**src/rtl/gray_frame_sequencer.sv**
```systemverilog
// ============================================================================
// Module   : gray_frame_sequencer
// Brief    : One-frame RGB-to-gray sequencer with SOF/EOL/EOF markers and a
//            frame_done pulse. Optional frame counter: GRAY_FRAME_CNT_EN.
// Revision : 1.0 - initial release
// ============================================================================
`default_nettype none

module gray_frame_sequencer #(
  parameter int DATA_WIDTH = 8,
  parameter int IMG_WIDTH  = 640,
  parameter int IMG_HEIGHT = 480,
  parameter int CNT_WIDTH  = 11
) (
  input  logic                  clk,
  input  logic                  reset_n,
  input  logic                  start,
  input  logic                  abort,
  input  logic [DATA_WIDTH-1:0] r_data_in,
  input  logic [DATA_WIDTH-1:0] g_data_in,
  input  logic [DATA_WIDTH-1:0] b_data_in,
  input  logic                  valid_in,
  output logic                  ready_out,
  output logic [DATA_WIDTH-1:0] data_out,
  output logic                  valid_out,
  input  logic                  ready_in,
  output logic                  sof_out,
  output logic                  eol_out,
  output logic                  eof_out,
  output logic                  busy,
  output logic                  frame_done
`ifdef GRAY_FRAME_CNT_EN
  ,
  output logic [15:0]           frame_cnt
`endif
);

  typedef enum logic [1:0] {
    ST_IDLE   = 2'd0,
    ST_ACTIVE = 2'd1,
    ST_DRAIN  = 2'd2
  } state_t;

  localparam int SUM_W = DATA_WIDTH + 4;
  localparam logic [CNT_WIDTH-1:0] COL_LAST = CNT_WIDTH'(IMG_WIDTH - 1);
  localparam logic [CNT_WIDTH-1:0] ROW_LAST = CNT_WIDTH'(IMG_HEIGHT - 1);

  state_t                state_q, state_d;
  logic [CNT_WIDTH-1:0]  col_q, col_d;
  logic [CNT_WIDTH-1:0]  row_q, row_d;
  logic [DATA_WIDTH-1:0] data_q, data_d;
  logic                  valid_q, valid_d;
  logic                  sof_q, sof_d;
  logic                  eol_q, eol_d;
  logic                  eof_q, eof_d;
  logic                  done_q, done_d;

  logic                  in_xfer;
  logic                  out_xfer;
  logic                  col_last;
  logic                  row_last;
  logic [SUM_W-1:0]      r_ext, g_ext, b_ext, gray_sum;

  // Channels are widened by replicating their two MSBs, green weighted by 2.
  assign r_ext    = {2'b00, r_data_in, r_data_in[DATA_WIDTH-1 -: 2]};
  assign g_ext    = {2'b00, g_data_in, g_data_in[DATA_WIDTH-1 -: 2]};
  assign b_ext    = {2'b00, b_data_in, b_data_in[DATA_WIDTH-1 -: 2]};
  assign gray_sum = r_ext + (g_ext << 1) + b_ext;

  assign ready_out = (state_q == ST_ACTIVE) && (!valid_q || ready_in);
  assign in_xfer   = valid_in && ready_out;
  assign out_xfer  = valid_q && ready_in;
  assign col_last  = (col_q == COL_LAST);
  assign row_last  = (row_q == ROW_LAST);

  always_comb begin
    state_d = state_q;
    col_d   = col_q;
    row_d   = row_q;
    data_d  = data_q;
    valid_d = valid_q;
    sof_d   = sof_q;
    eol_d   = eol_q;
    eof_d   = eof_q;
    done_d  = 1'b0;

    case (state_q)
      ST_IDLE: begin
        if (start) begin
          state_d = ST_ACTIVE;
          col_d   = '0;
          row_d   = '0;
        end
      end
      ST_ACTIVE: begin
        if (in_xfer && col_last && row_last) begin
          state_d = ST_DRAIN;
        end
      end
      ST_DRAIN: begin
        if (out_xfer) begin
          state_d = ST_IDLE;
          done_d  = 1'b1;
        end
      end
      default: state_d = ST_IDLE;
    endcase

    if (in_xfer) begin
      data_d  = DATA_WIDTH'(gray_sum >> 4);
      valid_d = 1'b1;
      sof_d   = (col_q == '0) && (row_q == '0);
      eol_d   = col_last;
      eof_d   = col_last && row_last;
      if (col_last) begin
        col_d = '0;
        row_d = row_q + CNT_WIDTH'(1);
      end else begin
        col_d = col_q + CNT_WIDTH'(1);
      end
    end else if (out_xfer) begin
      valid_d = 1'b0;
    end

    // Abort overrides every other update, including a concurrent handshake.
    if (abort) begin
      state_d = ST_IDLE;
      col_d   = '0;
      row_d   = '0;
      valid_d = 1'b0;
      sof_d   = 1'b0;
      eol_d   = 1'b0;
      eof_d   = 1'b0;
      done_d  = 1'b0;
    end
  end

  always_ff @(posedge clk or negedge reset_n) begin
    if (!reset_n) begin
      state_q <= ST_IDLE;
      col_q   <= '0;
      row_q   <= '0;
      data_q  <= '0;
      valid_q <= 1'b0;
      sof_q   <= 1'b0;
      eol_q   <= 1'b0;
      eof_q   <= 1'b0;
      done_q  <= 1'b0;
    end else begin
      state_q <= state_d;
      col_q   <= col_d;
      row_q   <= row_d;
      data_q  <= data_d;
      valid_q <= valid_d;
      sof_q   <= sof_d;
      eol_q   <= eol_d;
      eof_q   <= eof_d;
      done_q  <= done_d;
    end
  end

  assign data_out   = data_q;
  assign valid_out  = valid_q;
  assign sof_out    = sof_q;
  assign eol_out    = eol_q;
  assign eof_out    = eof_q;
  assign busy       = (state_q != ST_IDLE);
  assign frame_done = done_q;

`ifdef GRAY_FRAME_CNT_EN
  logic [15:0] frame_cnt_q;

  // Updates on the same edge that raises frame_done, so both are seen together.
  always_ff @(posedge clk or negedge reset_n) begin
    if (!reset_n) begin
      frame_cnt_q <= '0;
    end else if (done_d) begin
      frame_cnt_q <= frame_cnt_q + 16'd1;
    end
  end

  assign frame_cnt = frame_cnt_q;
`endif

endmodule

`default_nettype wire

```
**config.mk**
```make
export PLATFORM = sky130hd
export DESIGN_NAME = gray_frame_sequencer
export DESIGN_NICKNAME = d
export VERILOG_FILES = /design/src/rtl/gray_frame_sequencer.sv
export SDC_FILE = /design/constraint.sdc
export NUM_CORES = 1
export LEC_CHECK = 0
export BUFFER_PORTS_ARGS = -buffer_cell sky130_fd_sc_hd__buf_2
export CELL_PAD_IN_SITES_DETAIL_PLACEMENT = 1
export CELL_PAD_IN_SITES_GLOBAL_PLACEMENT = 2
export CORE_AREA = 2 2 86 88
export CTS_CLUSTER_SIZE = 8
export DETAILED_ROUTE_END_ITERATION = 8
export DIE_AREA = 0 0 88 90
export GPL_ROUTABILITY_DRIVEN = 1
export GPL_TIMING_DRIVEN = 0
export PLACE_DENSITY_LB_ADDON = 0.12
export SKIP_LAST_GASP = 1
export SLEW_MARGIN = 20
export SYNTH_ARGS = -nofsm -noshare
export SYNTH_HDL_FRONTEND = slang
export SYNTH_SLANG_ARGS = --single-unit
```
**constraint.sdc**
```tcl
create_clock -name clk -period 4.9 [get_ports clk]
set_clock_uncertainty 0.2 [all_clocks]
set_input_delay 1.47 -clock clk [delete_from_list [all_inputs] [get_ports clk]]
set_output_delay 1.47 -clock clk [all_outputs]
set_load 0.01 [all_outputs]
```
== Word-level counts from Yosys, hierarchy flattened ==
Cells that the tools add are included.

* Register bits after elaboration: 37
* Bits of input ports: 30
* Output and inout port bits: 15
* Logic and storage cells: 66

* $add $sub $neg: 4
* Equal/unequal tests: 7
* Mux-type cells: 27
* Reduce and logical (&&, ||, !) cells: 19

{| class="wikitable"
|+ Operators with widths
! cell !! count
|-
| 11-bit two-way mux || 10
|-
| 11-bit by 1-bit adder with 11-bit output, second input constant || 2
|-
| 11-bit logical NOT || 2
|-
| 10-bit by 11-bit adder with 12-bit output || 1
|-
| 12-bit by 10-bit adder with 12-bit output || 1
|-
| 1-bit two-way mux || 12
|-
| 11-bit by 10-bit == test with 1-bit output, second input constant || 1
|-
| 11-bit by 9-bit == test with 1-bit output, second input constant || 1
|-
| 3-bit nonzero test || 3
|-
| 2-bit two-way mux || 4
|-
| 1-bit logical AND || 7
|-
| 3-bit != test, second input constant || 2
|-
| 2-bit case mux with 3 select lines || 1
|-
| 2-bit nonzero test || 2
|-
| 3-bit by 2-bit != test with 1-bit output, second input constant || 1
|-
| 3-bit AND reduction || 1
|-
| 2-bit by 1-bit == test with 1-bit output, second input constant || 1
|-
| 2-bit == test, second input constant || 1
|-
| 2-bit logical NOT || 1
|-
| 2-bit AND reduction || 1
|-
| 1-bit logical NOT || 1
|-
| 1-bit logical OR || 1
|}

== Depth between registers and ports, before layout ==
* Depth in word-level cells: 9
* Gate-level depth with buffers: 9
* Mapped depth without buffers: 9

== Worst setup path after synthesis ==
No wires, ideal clock.

* Path kind: input port to flip-flop
* Start point: in r_data_in[1]
* End point: reg data_q[4] (netlist: data_out[4])
* Setup time: 0.127 ns
* Data arrival time: 3.321 ns
* Required time: 4.573 ns
* Slack: 1.253 ns
* Stages on the path: 9
* Buffers on the path: 0
* Cell sequence: inv_1 fa_1 inv_1 ha_1 a21oi_1 nor2_1 a211oi_1 mux2i_1 nand3_1

* Longest elaborated chain between the ends: 2

{| class="wikitable"
|+ Ends and longest elaborated chain
! what !! RTL line !! source
|-
| start, declared || 19 || <nowiki>input logic [DATA_WIDTH-1:0] r_data_in,</nowiki>
|-
| 10-bit by 11-bit adder with 12-bit output || 68 || <nowiki>assign gray_sum = r_ext + (g_ext << 1) + b_ext;</nowiki>
|-
| 12-bit by 10-bit adder with 12-bit output || 68 ||
|-
| end signal, assigned || 153 || <nowiki>data_q <= data_d;</nowiki>
|-
| end, declared || 51 || <nowiki>logic [DATA_WIDTH-1:0] data_q, data_d;</nowiki>
|}

No other way between the ends.
A chain may end at the register's enable or synchronous reset.

== Worst setup path after layout ==
Ends and elaborated chain as after synthesis.

==> results by group <==
CTS
  • Post-cts sizing count: 0
  • Post-CTS Setup Repair Bufs: 0
  • Worst-skew pair later-pin latency: ~290 ps
  • Clock buffer depth: 2
  • Clk root buf: clkbuf_8
  • Number of hold buffers added after CTS: 0
  • Clk slew on worst S/H paths: 80 ps
  • TritonCTS Buffers: 5
  • CTS tree: yes
  • Number of clock sinks: 37
  • # H-tree levels: 2

Power
  • Power per cell area: 274.8 nW/um^2
  • Leakage power: between 1 and 1.5 nW
  • Net Sw Power: between 0.2 and 0.3 mW
  • Switching Fraction: 0.3424
  • Power, Total: just under 0.8 mW
  • Internal Dissipation: 0.5186 mW
  • Combinational power share: 0.296
  • Peak VDD IR: roughly 0.11 mV
  • Power share of the clock group: 0.264
  • Register share of total power: 0.441

Global routing
  • First-pass GRT wire length: 10870 um
  • GRT Residual Overflow: 0
  • Initial antenna violation count: 0
  • Global Route Usage Sum: 0.1750
  • Largest net degree at the start of global routing: 38
  • Vias in the first global route: ~2200

Critical path
  • WP data arrival: 3800 ps
  • Critical path launch point type: input port
  • Setup crit end kind: flop
  • Setup CP Type: input port to flop
  • CP max FO: 4
  • Critical Path RT: just under 5000 ps

Finish
  • Final core occ: 0.4088
  • N_diodes: 0
  • Area added between synthesis and finish: 17.04%
  • Nets: between 300 and 400
  • Post-route insts no fill: 425
  • Layout cells sized above 1: 0.1779
  • Fillers: approximately 850
  • Fin area: 2870 um^2

STA
  • Min Hold Slack: 282.4 ps
  • RSZ-0062 raised after global routing: false
  • Worst slew pin tran: 863.7 ps
  • Max frequency: between 0.2 and 0.3 GHz
  • Hold Vio Cnt, Final: 0
  • Shortest period the worst path allows: around 3800 ps
  • Part of the cycle the worst path needs: 0.7808
  • Final worst-path setup slack: 1074 ps
  • # setup viols final: 0
  • Slew Limit Headroom: 0.4242
  • Final slew viol count: 0
  • TNS Setup: 0 ps

Placement
  • Post-Place Worst Slack: 770.4 ps
  • IO Port Bufs: 44
  • Placed wire-length estimate: around 5000 um
  • Inst Count DP: 419
  • RePlAce Congestion: roughly 0.78
  • Cell area after placement: 2796 um^2

Synth
  • Count of cell types in the netlist: 49
  • Ys flop type: dfrtp_1
  • Syn_nets: 327
  • FF+latch count, synth: 37
  • FFs w/ async S/R, synth: 1.000
  • Synth Instances: approximately 280
  • Register area share after synthesis: 0.3776
  • Leading area contributor after synthesis: dfrtp_1
  • Post-synth EDFFs: 0
  • Top cells by area, synth: dfrtp_1, ha_1, fa_1
  • Synthesized area: 2452 um^2
  • Yosys warning count: 0
  • Syn avg cell area: roughly 8.9 um^2
  • Area fraction of the dominant cell type after synthesis: 0.3776

Route
  • Pre-antenna DRT Iters: 4
  • DRC viols: 0
  • WL/cell: 15.48 um
  • DRT iter0 DRCs: 84
  • Vias per Instance: 5.134
  • Vias: about 2200
  • Routed WL: between 6000 and 7000 um
  • Post-route ant nets: 0

Worst hold path
  • Hold Path Class: flop to flop

Floorplan
  • Die area: ~7900 um^2
  • Die Y-Extent: around 90 um
  • CORE AREA: 7020 um^2
  • IO Pins: 45
  • Initial core utilization: 0.3493
  • Die W: ~88 um
  • FP Rows: 31

Outcome
  • Outcome: finished, final reports clean

Run
  • Maximum capacitance violations: 0
## layer usage
layer	wire, um	share of wire	up-vias	track usage
li1	-	-	1081	-
met1	3466	0.53	1062	0.2667
met2	2803	0.43	35	0.2532
met3	229	0.035	4	0.02571
met4	81	0.012	0	0.05385
met5	0	0	-	0
## worst max-delay path: stages
cell,delay (ps)
buf_2,70
inv_1,40
fa_1,520
inv_1,40
ha_1,310
a21oi_1,250
nor2_1,80
a211oi_1,610
mux2i_1,280
nand3_1,100
## cells by family (layout without fill, tap and decap cells)
group | after synthesis | in the layout | synth area share
compound gates | 63 | 63 | 0.1556
xor+xnor | 11 | 11 | 0.03929
fa+ha+maj | 21 | 21 | 0.1316
buf+inv | 26 | 76 | 0.04082
flops | 37 | 37 | 0.3776
mux | 1 | 1 | 0.004082
simple gates | 117 | 117 | 0.2510
## state kept, by name, indices dropped and copies added, names as in the netlist
register	cells
col_q	11
data_out	8
eof_out	1
eol_out	1
frame_done	1
row_q	11
sof_out	1
state_q	2
valid_out	1
## cells in the final DEF (no fill, tap or decap), drive strengths merged, types with 6 or more instances in the layout
cell type,count
buf,46
xor2,8
nand3,19
nor3,9
o21ai,23
ha,13
and3,6
dfrtp,37
clkbuf,12
inv,17
a21oi,19
or3,7
nor2,20
nand2,27
fa,8
## power by group through the flow
stage	combinational, mW	clock [mW]	sequential, mW
2_1_floorplan	0.130	0	0.365
3_3_place_gp	0.232	0	0.352
3_5_place_dp	0.235	0	0.354
4_1_cts	0.236	0.218	0.348
5_1_grt	0.265	0.227	0.351
6_report	0.233	0.208	0.348
## path summary, 6_finish.rpt
check / startpoint / end / slack [ps] / cells after the start
max: r_data_in[1] / data_out[4] / 1070 / 10
min: data_out[5] / data_out[5] / 280 / 2
max reg2reg: state_q[0] / data_out[1] / 2280 / 6
min reg2reg: data_out[5] / data_out[5] / 280 / 2
max in group asynchronous: reset_n / row_q[7] / 2870 / 1
min in group asynchronous: reset_n / data_out[1] / 1080 / 1
## cells in the mapped netlist (all sizes together), types with 3 or more instances
library cell  count
a21oi            19
nor4b             4
and3              6
fa                8
nor3              9
ha               13
o21ai            23
nand3b            3
nand4             4
nor2             20
or3               7
dfrtp            37
a21o              3
clkbuf            7
nand2            27
nor2b             3
nor4              5
xnor2             3
nand3            19
xor2              8
o21a              3
inv              17
## area by class of cell
cell class,count,area [um^2],share of cell area
Clock inverter,1,5.005,0.001744
Clock buffer,5,68.82,0.02398
Multi-Input combinational cell,213,1426,0.4969
Sequential cell,37,925.9,0.3226
Inverter,17,63.81,0.02223
Tap cell,99,123.9,0.04316
Buffer,9,36.28,0.01264
Timing Repair Buffer,44,220.2,0.07672
Note: power is estimated with default switching activity, not from simulation.
